## src/rtl/sfifo_param_if.sv

```systemverilog
// Handshake/data bundle between a producer/consumer pair and sfifo_param.
// The master modport is the user side; the slave modport is the FIFO itself.
interface sfifo_param_if #(
  parameter int FIFO_WIDTH = 8,
  parameter int FIFO_BITS  = 4
);
  logic                  flush;
  logic [FIFO_WIDTH-1:0] data_in;
  logic                  write_n;
  logic                  read_n;
  logic [FIFO_WIDTH-1:0] data_out;
  logic                  full;
  logic                  empty;
  logic                  almost_full;
  logic                  almost_empty;
  logic                  overflow;
  logic                  underflow;
  logic [FIFO_BITS:0]    counter;

  modport master (
    output flush, data_in, write_n, read_n,
    input  data_out, full, empty, almost_full, almost_empty, overflow, underflow, counter
  );

  modport slave (
    input  flush, data_in, write_n, read_n,
    output data_out, full, empty, almost_full, almost_empty, overflow, underflow, counter
  );
endinterface

```

## src/rtl/sfifo_param.sv

```systemverilog
// Single-clock FIFO with level flags, sticky overflow/underflow and sync flush; data_out 1 cycle after read,
// or head word shown combinationally when SFIFO_FWFT_EN is defined. Writes when full stall unless paired with a read.
module sfifo_param #(
  parameter int FIFO_WIDTH = 8,
  parameter int FIFO_DEPTH = 16,
  parameter int FIFO_BITS  = 4,
  parameter int AFULL_LVL  = 12,
  parameter int AEMPTY_LVL = 4
) (
  input  logic         clock,
  input  logic         reset,
  sfifo_param_if.slave bus
);

  localparam logic [FIFO_BITS:0] CNT_FULL = (FIFO_BITS + 1)'(FIFO_DEPTH);
  localparam logic [FIFO_BITS:0] CNT_AF   = (FIFO_BITS + 1)'(AFULL_LVL);
  localparam logic [FIFO_BITS:0] CNT_AE   = (FIFO_BITS + 1)'(AEMPTY_LVL);

  logic [FIFO_WIDTH-1:0] mem [FIFO_DEPTH];

  logic [FIFO_BITS-1:0] wr_ptr_q, wr_ptr_d;
  logic [FIFO_BITS-1:0] rd_ptr_q, rd_ptr_d;
  logic [FIFO_BITS:0]   cnt_q, cnt_d;
  logic                 ovf_q, ovf_d;
  logic                 udf_q, udf_d;

  logic wr_req, rd_req, wr_ok, rd_ok, full, empty;

  assign wr_req = ~bus.write_n;
  assign rd_req = ~bus.read_n;
  assign full   = (cnt_q == CNT_FULL);
  assign empty  = (cnt_q == '0);

  // A write at full is still accepted when a read frees the slot in the same edge.
  assign wr_ok = wr_req & (~full | rd_req) & ~bus.flush;
  assign rd_ok = rd_req & ~empty & ~bus.flush;

  always_comb begin
    wr_ptr_d = wr_ptr_q;
    rd_ptr_d = rd_ptr_q;
    cnt_d    = cnt_q;
    ovf_d    = ovf_q;
    udf_d    = udf_q;
    if (bus.flush) begin
      wr_ptr_d = '0;
      rd_ptr_d = '0;
      cnt_d    = '0;
      ovf_d    = 1'b0;
      udf_d    = 1'b0;
    end else begin
      if (wr_ok) wr_ptr_d = wr_ptr_q + 1'b1;
      if (rd_ok) rd_ptr_d = rd_ptr_q + 1'b1;
      case ({wr_ok, rd_ok})
        2'b10:   cnt_d = cnt_q + 1'b1;
        2'b01:   cnt_d = cnt_q - 1'b1;
        default: cnt_d = cnt_q;
      endcase
      if (wr_req & full & ~rd_req) ovf_d = 1'b1;
      if (rd_req & empty)          udf_d = 1'b1;
    end
  end

  always_ff @(posedge clock or posedge reset) begin
    if (reset) begin
      wr_ptr_q <= '0;
      rd_ptr_q <= '0;
      cnt_q    <= '0;
      ovf_q    <= 1'b0;
      udf_q    <= 1'b0;
    end else begin
      wr_ptr_q <= wr_ptr_d;
      rd_ptr_q <= rd_ptr_d;
      cnt_q    <= cnt_d;
      ovf_q    <= ovf_d;
      udf_q    <= udf_d;
    end
  end

  always_ff @(posedge clock) begin
    if (wr_ok) mem[wr_ptr_q] <= bus.data_in;
  end

`ifdef SFIFO_FWFT_EN
  assign bus.data_out = empty ? '0 : mem[rd_ptr_q];
`else
  logic [FIFO_WIDTH-1:0] dout_q, dout_d;

  always_comb begin
    dout_d = dout_q;
    if (rd_ok) dout_d = mem[rd_ptr_q];
  end

  always_ff @(posedge clock or posedge reset) begin
    if (reset) dout_q <= '0;
    else       dout_q <= dout_d;
  end

  assign bus.data_out = dout_q;
`endif

  assign bus.full         = full;
  assign bus.empty        = empty;
  assign bus.almost_full  = (cnt_q >= CNT_AF);
  assign bus.almost_empty = (cnt_q <= CNT_AE);
  assign bus.overflow     = ovf_q;
  assign bus.underflow    = udf_q;
  assign bus.counter      = cnt_q;

endmodule

```

## src/flat_wrapper.sv

```systemverilog
// flat-port wrapper written by rule: the top's interface ports become plain ports
module sfifo_param_flat 
#(
  parameter int FIFO_WIDTH = 8,
  parameter int FIFO_DEPTH = 16,
  parameter int FIFO_BITS  = 4,
  parameter int AFULL_LVL  = 12,
  parameter int AEMPTY_LVL = 4
)
  (clock, reset, bus_flush, bus_data_in, bus_write_n, bus_read_n, bus_data_out, bus_full, bus_empty, bus_almost_full, bus_almost_empty, bus_overflow, bus_underflow, bus_counter);
  sfifo_param_if #(.FIFO_WIDTH(FIFO_WIDTH), .FIFO_BITS(FIFO_BITS)) bus_i ();
  input  logic clock;
  input  logic reset;
  input wire logic [$bits(bus_i.flush)-1:0] bus_flush;
  input wire logic [$bits(bus_i.data_in)-1:0] bus_data_in;
  input wire logic [$bits(bus_i.write_n)-1:0] bus_write_n;
  input wire logic [$bits(bus_i.read_n)-1:0] bus_read_n;
  output wire logic [$bits(bus_i.data_out)-1:0] bus_data_out;
  output wire logic [$bits(bus_i.full)-1:0] bus_full;
  output wire logic [$bits(bus_i.empty)-1:0] bus_empty;
  output wire logic [$bits(bus_i.almost_full)-1:0] bus_almost_full;
  output wire logic [$bits(bus_i.almost_empty)-1:0] bus_almost_empty;
  output wire logic [$bits(bus_i.overflow)-1:0] bus_overflow;
  output wire logic [$bits(bus_i.underflow)-1:0] bus_underflow;
  output wire logic [$bits(bus_i.counter)-1:0] bus_counter;
  assign bus_i.flush = bus_flush;
  assign bus_i.data_in = bus_data_in;
  assign bus_i.write_n = bus_write_n;
  assign bus_i.read_n = bus_read_n;
  assign bus_data_out = bus_i.data_out;
  assign bus_full = bus_i.full;
  assign bus_empty = bus_i.empty;
  assign bus_almost_full = bus_i.almost_full;
  assign bus_almost_empty = bus_i.almost_empty;
  assign bus_overflow = bus_i.overflow;
  assign bus_underflow = bus_i.underflow;
  assign bus_counter = bus_i.counter;
  sfifo_param #(.FIFO_WIDTH(FIFO_WIDTH), .FIFO_DEPTH(FIFO_DEPTH), .FIFO_BITS(FIFO_BITS), .AFULL_LVL(AFULL_LVL), .AEMPTY_LVL(AEMPTY_LVL)) u_core (.clock(clock), .reset(reset), .bus(bus_i));
endmodule
```

## config.mk

```make
export PLATFORM = sky130hd
export DESIGN_NAME = sfifo_param_flat
export DESIGN_NICKNAME = d
export VERILOG_FILES = /design/src/rtl/sfifo_param_if.sv /design/src/rtl/sfifo_param.sv /design/src/flat_wrapper.sv
export SDC_FILE = /design/constraint.sdc
export NUM_CORES = 1
export LEC_CHECK = 0
export CAP_MARGIN = 15
export CELL_PAD_IN_SITES_DETAIL_PLACEMENT = 0
export CELL_PAD_IN_SITES_GLOBAL_PLACEMENT = 2
export CORE_MARGIN = 4
export CORE_UTILIZATION = 49
export CTS_CLUSTER_DIAMETER = 150
export DETAILED_ROUTE_END_ITERATION = 12
export PLACE_DENSITY = 0.81
export REMOVE_ABC_BUFFERS = 1
export SLEW_MARGIN = 25
export SYNTH_ARGS = -nofsm -noshare
export SYNTH_HDL_FRONTEND = slang
export SYNTH_SLANG_ARGS = --single-unit
```

## constraint.sdc

```tcl
create_clock -name clock -period 4.1 [get_ports clock]
set_clock_uncertainty 0.05 [all_clocks]
set_input_delay 0.82 -clock clock [delete_from_list [all_inputs] [get_ports clock]]
set_output_delay 0.82 -clock clock [all_outputs]
set_load 0.01 [all_outputs]
```

==> results.tsv, run 1 <==
stage	metric	value	unit
final_layout	drive_above_1_share	22.1	%
timing	hold_viol	0	
final_layout	fin_nets	427	
synthesis	syn_avg_cell_area	17.6	µm²
die	coreArea	0.0126	mm²
timing	relSlewSlack	30.2	%
global_route	grt_max_degree	34	
final_layout	final_cell_mix	edfxtp_1, mux4_2, clkdlybuf4s50_1	
worst_setup_path	arrival	2.36	ns
power_and_ir_drop	irDropWorstVdd	0.318	mV
die	die_area	0.0148	mm²
clocking	hold_buffers	0	
final_layout	finalInstanceArea	0.00753	mm²
clocking	postCtsSetupRepairBufs	0	
placed_design	gp_congestion	0.796	
clocking	clk_latency	0.42	ns
final_layout	fill_cells	965	
worst_setup_path	critical_path_peak_fanout	12	
final_layout	final_cells	592	
synthesis	synthArstFlopShare	15.2	%
min_path	hp-class	reg -> reg	
global_route	grt_pass1_vias	3444	
worst_setup_path	ff2ff_setup_slack	1.32	ns
timing	tightest_slew	1.05	ns
detailed_routing	wl_met1	5500	µm
synthesis	yosys_warnings	0	
die	start_util	50.1	%
worst_setup_path	cp-start-kind	flop	
global_route	antenna_found_initial	0	
timing	holdWs	0.450	ns
global_route	grt_pass1_wl	19800	µm
die	die_h	122	µm
clocking	cts-resized-gates	0	
detailed_routing	drtPass1Iterations	4	
worst_setup_path	crit_path_end_kind	output pin	
synthesis	netlist_area	0.00632	mm²
detailed_routing	wirelength	12800	µm
clocking	clk_pin_slew_worst_paths	0.06	ns
synthesis	synth_flop_cell	edfxtp_1	
final_layout	final_common_cell	edfxtp_1	
clocking	cts_buffers	17	
detailed_routing	num_vias	3334	
timing	fin_crit_sh	78.7	%
synthesis	synth_edf_count	128	
die	num_io_pins	32	
detailed_routing	highest_layer	met4	
detailed_routing	dr.first_iter.drc_count	308	
final_layout	n_antenna_cell	0	
timing	fmax	0.310	GHz
timing	drv_slew	0	
detailed_routing	routed-wl-met3	693	µm
job	max_cap_violations	0	
global_route	grt_overflow_total	0	
placed_design	placed_area	0.00689	mm²
clocking	htreeDepth	4	
clocking	cts_buffer_depth	2	
timing	fin_crit	3.23	ns
clocking	clock-sinks	151	
clocking	root_buffer	clkbuf_16	
final_layout	syn_to_final_growth	19.1	%
detailed_routing	post_drt_wl_per_cell	21.6	µm
worst_setup_path	worstSetupPathType	reg -> out	
placed_design	pre_cts_slack	0.713	ns
timing	grt_setup_unrepaired	no	
placed_design	hpwlAfterDp	8020	µm
placed_design	placed_cells	560	
outcome	status	complete, no violations	
detailed_routing	vias_per_cell	5.63	
timing	fin_ws	0.873	ns
placed_design	numPortBuffers	31	
timing	setup_violations	0	
synthesis	synthDistinctLibCells	49	
power_and_ir_drop	cellPowerDensity	564	mW/mm²
clocking	tritoncts	built	
worst_setup_path	worstPathRequired	3.23	ns
timing	fin_setup_tns	0	ns
global_route	track_usage	18.9	%
synthesis	ys_seq_area_share	69.9	%
detailed_routing	drtAntennaViolNets	0	
detailed_routing	drc	0	
power_and_ir_drop	p_leak	0.00249	µW
synthesis	synth-seq-cells	151	
die	die_w	122	µm
detailed_routing	met2WireLength	6300	µm
synthesis	synthCells	360	
die	row_count	41	
[cell usage after synthesis (all sizes together), types with 2 or more instances]
master	count	area (µm²)
a21o	2	15.0
a21oi	3	15.0
a221oi	2	17.5
a311o	2	20.0
a311oi	2	17.5
a31oi	3	33.8
and3	2	12.5
buf	11	71.3
clkbuf	13	48.8
dfrtp	23	576
edfxtp	128	3840
ha	7	87.6
inv	9	33.8
mux2	2	22.5
mux2i	19	190
mux4	32	721
nand2	18	67.6
nand2b	2	12.5
nand3	4	20.0
nor2	28	105
nor2b	2	12.5
nor3	5	25.0
nor4	3	33.8
o211ai	4	35.0
o21ai	4	31.3
o221ai	8	70.1
or2	2	12.5
xnor2	5	43.8
xor2	2	17.5
[through the flow]
| stage | utilization, % | total power [µW] |
|---|---|---|
| after floorplan | - | 2270 |
| after global placement | 54.6 | 2610 |
| after detailed placement | 54.6 | 2620 |
| after CTS | 59.6 | 4280 |
| after global routing | 59.6 | 4420 |
| final | 59.6 | 4250 |
[report_power, final]
group	total, µW	switching (µW)	internal [µW]
logic	714	358	356
clock network	1660	583	1070
registers	1870	120	1750
[final cells by class]
class	count	area, µm²	area share [%]
Timing Repair Buffer	52	468	6.22
Sequential cell	151	4420	58.8
Multi-Input combinational cell	175	1740	23.2
Inverter	10	37.5	0.499
Clock inverter	13	204	2.71
Tap cell	172	215	2.86
Clock buffer	19	433	5.75
[critical path, cell delays in order, from the launching register on]
cell             delay (ns)
dfrtp_1                0.53
or4_4                  0.66
nor2_1                 0.18
clkdlybuf4s50_1        0.56
[flip-flops by register name (all words and copies together) (netlist names)]
signal and cells:
u_core.bus.counter 5, u_core.bus.data_out 8, u_core.bus.overflow 1, u_core.bus.underflow 1, u_core.mem 128, u_core.rd_ptr_q 4
u_core.wr_ptr_q 4
[per-layer routing]
layer,vias to the layer above,GRT usage [%]
li1,1522,-
met1,1693,25.2
met2,101,29.7
met3,18,4.36
met4,0,8.89
met5,-,0
[worst paths after layout]
kind                                              startpoint                                  to  cells after the start
hold / removal              u_core.bus.underflow$_DFFE_PP0P_    u_core.bus.underflow$_DFFE_PP0P_                      2
min in group asynchronous                              reset  u_core.bus.data_out[2]$_DFFE_PP0P_                      2
max in group asynchronous                              reset      u_core.rd_ptr_q[2]$_DFFE_PP0P_                      2
hold reg to reg             u_core.bus.underflow$_DFFE_PP0P_    u_core.bus.underflow$_DFFE_PP0P_                      2
setup / recovery           u_core.bus.counter[1]$_DFFE_PP0P_                           bus_empty                      3
setup reg to reg           u_core.bus.counter[1]$_DFFE_PP0P_   u_core.bus.counter[4]$_DFFE_PP0P_                      8
[kinds of logic after synthesis]
family / count (synthesis) / synth area share, %
buffers and inverters: 34 / 2.49
xor gates and xnor gates: 7 / 0.970
and+or+nand+nor: 70 / 5.38
AOI/OAI and AO/OA: 38 / 5.09
DFF: 151 / 69.9
muxes: 53 / 14.8
adders and majority gates: 7 / 1.39
Power figures use the tool's default switching activity.
==> inputs of run 2 (changes only) <==
--- a/config.mk
+++ b/config.mk
@@ -9,10 +9,10 @@
 export CELL_PAD_IN_SITES_DETAIL_PLACEMENT = 0
 export CELL_PAD_IN_SITES_GLOBAL_PLACEMENT = 2
 export CORE_MARGIN = 4
-export CORE_UTILIZATION = 49
+export CORE_UTILIZATION = 41
 export CTS_CLUSTER_DIAMETER = 150
 export DETAILED_ROUTE_END_ITERATION = 12
-export PLACE_DENSITY = 0.81
+export PLACE_DENSITY = 0.72
 export REMOVE_ABC_BUFFERS = 1
 export SLEW_MARGIN = 25
 export SYNTH_ARGS = -nofsm -noshare
==> constraint.sdc (replaced) <==
create_clock -name clock -period 2.6 [get_ports clock]
set_clock_uncertainty 0.05 [all_clocks]
set_input_delay 0.52 -clock clock [delete_from_list [all_inputs] [get_ports clock]]
set_output_delay 0.52 -clock clock [all_outputs]
set_load 0.01 [all_outputs]
==> run 2 against run 1 <==
Compared with the run above:
- via count increased by 3.4%
- worst hold slack lost 0.035 ns
- largest cell class unchanged
- register-to-register slack worse by 1.2 ns
- count of clock-buffer cells in the layout rose by 1
- sequential cell count unchanged
- utilization down 9.6 points
- first-iteration DRC count fell by 30%
- critical endpoint is now u_core.bus.counter[4]$_DFFE_PP0P_
- die area rose by 18%
- critical path depth up 5
- clock power rose by 31%
- combinational power increased by 83%
- cell count is 5.2% higher
==> results.tsv, run 2 (same netlist as run 1, synthesis figures left out) <==
stage	metric	value	unit
global_route	grt_pass1_wl	20800	µm
detailed_routing	vias_per_cell	5.53	
timing	holdWs	0.415	ns
timing	hold_viol	0	
worst_setup_path	critical_path_peak_fanout	5	
final_layout	largest_reg_flops	128	
power_and_ir_drop	irDropWorstVdd	0.440	mV
worst_setup_path	worstPathRequired	2.85	ns
worst_setup_path	cp-start-kind	primary input	
clocking	clk_latency	0.42	ns
global_route	track_usage	15.8	%
worst_setup_path	ff2ff_setup_slack	0.10	ns
placed_design	pre_cts_slack	-0.338	ns
global_route	grt_pass1_vias	3560	
clocking	cts_buffers	17	
timing	fmax	0.396	GHz
clocking	tritoncts	built	
detailed_routing	drc	0	
final_layout	largest-register	u_core.mem	
job	max_cap_violations	0	
placed_design	placed_area	0.00704	mm²
timing	grt_setup_unrepaired	no	
placed_design	numPortBuffers	31	
power_and_ir_drop	cellPowerDensity	842	mW/mm²
detailed_routing	drtAntennaViolNets	0	
timing	fin_crit	2.53	ns
timing	setup_violations	0	
final_layout	finalInstanceArea	0.00758	mm²
worst_setup_path	worstReg2RegStart	u_core.bus.counter[2]$_DFFE_PP0P_	
timing	tightest_slew	0.555	ns
power_and_ir_drop	p_leak	0.00255	µW
die	num_io_pins	32	
clocking	cts_buffer_depth	2	
detailed_routing	num_vias	3446	
global_route	grt_overflow_total	0	
die	die_h	132	µm
clocking	root_buffer	clkbuf_16	
die	die_w	132	µm
detailed_routing	drtPass1Iterations	6	
placed_design	hpwlAfterDp	8160	µm
worst_setup_path	cp_slowest_cell	clkdlybuf4s50_1	
power_and_ir_drop	power.total	6380	µW
worst_setup_path	rr_endpoint	u_core.bus.counter[4]$_DFFE_PP0P_	
worst_setup_path	arrival	2.77	ns
die	start_util	41.7	%
global_route	grt_max_degree	35	
timing	fin_ws	0.0727	ns
placed_design	gp_congestion	0.833	
min_path	hp-class	in -> async	
timing	fin_crit_sh	97.2	%
final_layout	final_cell_mix	edfxtp_1, buf_4, mux4_2	
die	row_count	45	
clocking	clock-sinks	151	
worst_setup_path	crit_chain	clkdlybuf4s50_1, or3b_1, a21o_1, ha_1, o31ai_1, a2111oi_1, a41o_1, a311o_1	
final_layout	n_antenna_cell	0	
detailed_routing	wirelength	13100	µm
worst_setup_path	crit_path_end_kind	flop	
final_layout	drive_above_1_share	24.8	%
detailed_routing	dr.first_iter.drc_count	215	
detailed_routing	post_drt_wl_per_cell	21.0	µm
outcome	status	complete, no violations	
timing	drv_slew	0	
timing	relSlewSlack	62.9	%
worst_setup_path	crit_path_max_incr_delay	0.48	ns
clocking	clk_pin_slew_worst_paths	0.06	ns
timing	fin_setup_tns	0	ns
worst_setup_path	worstSetupPathType	in -> reg	
die	coreArea	0.0151	mm²
worst_setup_path	reg2reg_depth	10	
die	die_area	0.0175	mm²
final_layout	final_common_cell	edfxtp_1	
final_layout	syn_to_final_growth	19.9	%
clocking	htreeDepth	4	
global_route	antenna_found_initial	0	
final_layout	fin_nets	443	
[run 2: timing repair]
action,4_1_cts,5_1_grt
pin swaps,1,0
gates resized for setup,4,2
hold buffers,0,0
cloned,0,0
buffers inserted,2,0
endpoints found under the setup margin,2,2
[run 2: where the power goes]
group / leakage, µW / total [µW] / internal (µW) / switching, µW
Combinational: 0.000846 / 1310 / 641 / 666
Sequential: 0.00145 / 2890 / 2770 / 125
Clock: 0.000250 / 2180 / 1290 / 891
[run 2: per-layer routing]
| layer | GRT usage [%] | vias to the layer above | part of all wire, % |
|---|---|---|---|
| li1 | - | 1556 | - |
| met1 | 20.7 | 1801 | 45 |
| met2 | 26.1 | 73 | 50 |
| met3 | 4.12 | 16 | 3.7 |
| met4 | 5.08 | 0 | 1.2 |
| met5 | 0 | - | 0 |
[run 2: worst max-delay path by stage]
stage | from | endpoint | cells after the start
6_report | bus_write_n | u_core.bus.counter[4]$_DFFE_PP0P_ | 8
5_1_grt | u_core.bus.counter[0]$_DFFE_PP0P_ | bus_empty | 4
4_1_cts | u_core.bus.counter[4]$_DFFE_PP0P_ | bus_almost_empty | 3
3_5_place_dp | bus_write_n | u_core.bus.counter[4]$_DFFE_PP0P_ | 8
3_3_place_gp | bus_write_n | u_core.bus.counter[4]$_DFFE_PP0P_ | 8
2_1_floorplan | u_core.rd_ptr_q[2]$_DFFE_PP0P_ | u_core.bus.data_out[6]$_DFFE_PP0P_ | 3
[run 2: stage by stage]
step	util, %	cells
after detailed placement	46.5	590
after global placement	46.5	590
final	50.0	623
after CTS	50.0	623
after floorplan	-	336
after global routing	50.0	623
[run 2: critical path: cells and delay by family]
family                     cells  cell delay (ns)
and+or+nand+nor                1             0.43
buffers and inverters          1             0.48
adders and majority gates      1             0.19
AOI/OAI and AO/OA              5             1.17
[run 2: final cells by class]
cell class | count | area [µm²]
Multi-Input combinational cell | 175 | 1750
Fill cell | 1266 | 7570
Inverter | 10 | 41.3
Sequential cell | 151 | 4420
Clock inverter | 11 | 85.1
Tap cell | 188 | 235
Timing Repair Buffer | 68 | 611
Clock buffer | 20 | 437
==> inputs of run 3 (changes only) <==
--- a/config.mk
+++ b/config.mk
@@ -8,7 +8,7 @@
 export CAP_MARGIN = 15
 export CELL_PAD_IN_SITES_DETAIL_PLACEMENT = 0
 export CELL_PAD_IN_SITES_GLOBAL_PLACEMENT = 2
-export CORE_MARGIN = 4
+export CORE_ASPECT_RATIO = 1.4
 export CORE_UTILIZATION = 41
 export CTS_CLUSTER_DIAMETER = 150
 export DETAILED_ROUTE_END_ITERATION = 12
==> run 3 against run 2 <==
Compared with the run above:
- first-iteration DRC count decreased by 2.3%
- power increased by 5.9%
- largest cell class unchanged
- combinational power increased by 4%
- highest routed layer unchanged
- worst hold slack improved by 0.0014 ns
- clock power increased by 15%
- die area decreased by 8.8%
- critical endpoint unchanged
- global-route usage increased by 3.4 points
- register-to-register slack got worse by 0.04 ns
==> results.tsv, run 3 (same netlist as run 1, synthesis figures left out) <==
stage	metric	value	unit
timing	hold_viol	0	
placed_design	placed_area	0.00708	mm²
worst_setup_path	ff2ff_setup_slack	0.06	ns
worst_setup_path	crit_path_max_incr_delay	0.58	ns
worst_setup_path	worstPathRequired	2.85	ns
clocking	clk_latency	0.42	ns
detailed_routing	dr.first_iter.drc_count	210	
detailed_routing	wirelength	14000	µm
clocking	clk_pin_slew_worst_paths	0.06	ns
timing	relSlewSlack	59.2	%
placed_design	numPortBuffers	31	
worst_setup_path	cp-start-kind	flop	
final_layout	drive_above_1_share	26.1	%
clocking	root_buffer	clkbuf_16	
detailed_routing	drtAntennaViolNets	0	
die	die_area	0.0159	mm²
worst_setup_path	reg2reg_depth	8	
outcome	status	complete, no violations	
final_layout	fin_nets	444	
final_layout	largest-register	u_core.mem	
global_route	antenna_found_initial	0	
power_and_ir_drop	irDropWorstVdd	0.438	mV
final_layout	fill_cells	1249	
job	max_cap_violations	0	
worst_setup_path	critical_path_peak_fanout	4	
clocking	htreeDepth	4	
worst_setup_path	rr_endpoint	u_core.bus.counter[4]$_DFFE_PP0P_	
final_layout	final_cell_mix	edfxtp_1, buf_4, mux4_2	
timing	fin_crit	2.54	ns
detailed_routing	drc	0	
clocking	cts_buffer_depth	2	
global_route	grt_pass1_vias	3687	
detailed_routing	num_vias	3454	
die	die_h	149	µm
worst_setup_path	cp_slowest_cell	nor4_1	
global_route	grt_max_degree	35	
global_route	grt_overflow_total	0	
die	die_w	107	µm
min_path	hp-class	in -> async	
die	num_io_pins	32	
clocking	hold_buffers	0	
worst_setup_path	worstReg2RegStart	u_core.bus.counter[0]$_DFFE_PP0P_	
die	start_util	42.0	%
clocking	tritoncts	built	
placed_design	gp_congestion	0.786	
global_route	track_usage	19.2	%
final_layout	final_core_util	51.1	%
final_layout	final_common_cell	edfxtp_1	
timing	holdWs	0.416	ns
die	coreArea	0.0151	mm²
final_layout	syn_to_final_growth	21.7	%
die	row_count	53	
worst_setup_path	crit_chain	nor4_1, nor3_2, a21o_1, ha_1, o31ai_2, a2111oi_0, a41o_1, a311o_1	
detailed_routing	post_drt_wl_per_cell	22.3	µm
placed_design	hpwlAfterDp	8800	µm
global_route	grt_pass1_wl	21500	µm
timing	fmax	0.394	GHz
detailed_routing	vias_per_cell	5.49	
worst_setup_path	worstSetupEndpoint	u_core.bus.counter[4]$_DFFE_PP0P_	
power_and_ir_drop	p_leak	0.00260	µW
worst_setup_path	crit_path_end_kind	flop	
detailed_routing	drtPass1Iterations	4	
final_layout	largest_reg_flops	128	
power_and_ir_drop	cellPowerDensity	878	mW/mm²
clocking	clock-sinks	151	
timing	setup_violations	0	
worst_setup_path	cp-startpoint	u_core.bus.counter[0]$_DFFE_PP0P_	
final_layout	n_antenna_cell	0	
worst_setup_path	worstSetupPathType	reg -> reg	
worst_setup_path	arrival	2.79	ns
timing	fin_crit_sh	97.7	%
power_and_ir_drop	power.total	6750	µW
clocking	cts_buffers	17	
final_layout	finalInstanceArea	0.00769	mm²
timing	drv_slew	0	
timing	tightest_slew	0.607	ns
==> run 3: cell count changes in the layout (fill, tap and decap cells not counted), sizes merged <==
cell      before  now
buf           37   38
clkinv         7    8
clkbuf        20   18
clkinvlp       4    2
inv            9   11
bufinv         1    3
==> run 3: stage by stage <==
stage / cells / worst slack [ns] / TNS [ns]
after floorplan: 336 / 0.0881 / 0
after global placement: 597 / -0.254 / -0.254
after detailed placement: 597 / -0.344 / -0.352
after CTS: 629 / 0.0651 / 0
after global routing: 629 / -0.0443 / -0.0443
final: 629 / 0.0603 / 0
==> run 3: worst max-delay path, delay by kind of cell (launching register included) <==
family | cells | cell delay, ns
and+or+nand+nor | 2 | 0.66
AOI/OAI and AO/OA | 5 | 1.09
adders and majority gates | 1 | 0.20
DFF | 1 | 0.42
==> run 3: how the worst min path moves through the flow <==
stage                                            start                            endpoint  slack [ns]  cells past startpoint
floorplan                                        reset   u_core.bus.counter[0]$_DFFE_PP0P_        0.47                      1
global placement      u_core.bus.underflow$_DFFE_PP0P_    u_core.bus.underflow$_DFFE_PP0P_        0.43                      2
detailed placement  u_core.bus.data_out[4]$_DFFE_PP0P_  u_core.bus.data_out[4]$_DFFE_PP0P_        0.44                      2
CTS                                              reset      u_core.rd_ptr_q[1]$_DFFE_PP0P_        0.42                      3
global route                                     reset      u_core.rd_ptr_q[1]$_DFFE_PP0P_        0.45                      3
finish                                           reset      u_core.rd_ptr_q[3]$_DFFE_PP0P_        0.42                      3
==> run 3: cell type report <==
cell class	instances	area, µm²	area share, %
Tap cell	192	240	3.12
Sequential cell	151	4420	57.5
Clock buffer	18	429	5.58
Inverter	10	37.5	0.488
Multi-Input combinational cell	175	1760	22.8
Clock inverter	14	176	2.29
Timing Repair Buffer	69	631	8.20
==> run 3: routing by layer <==
layer | global-route usage (%) | wire [µm] | vias up
met1 | 21.2 | 5110 | 1791
met5 | 0 | 0 | -
met3 | 4.24 | 659 | 22
met2 | 36.0 | 7970 | 87
li1 | - | - | 1554
met4 | 6.51 | 265 | 0
==> run 3: what timing repair did <==
action / CTS / global route
hold endpoints to repair: 0 / 0
resized for setup: 3 / 2
setup endpoints to repair: 2 / 1
setup buffers: 0 / 0
==> run 3: report_power, final <==
part           total [µW]  switching [µW]  internal (µW)
logic                1360             712            651
clock network        2510             986           1520
registers            2890             122           2760
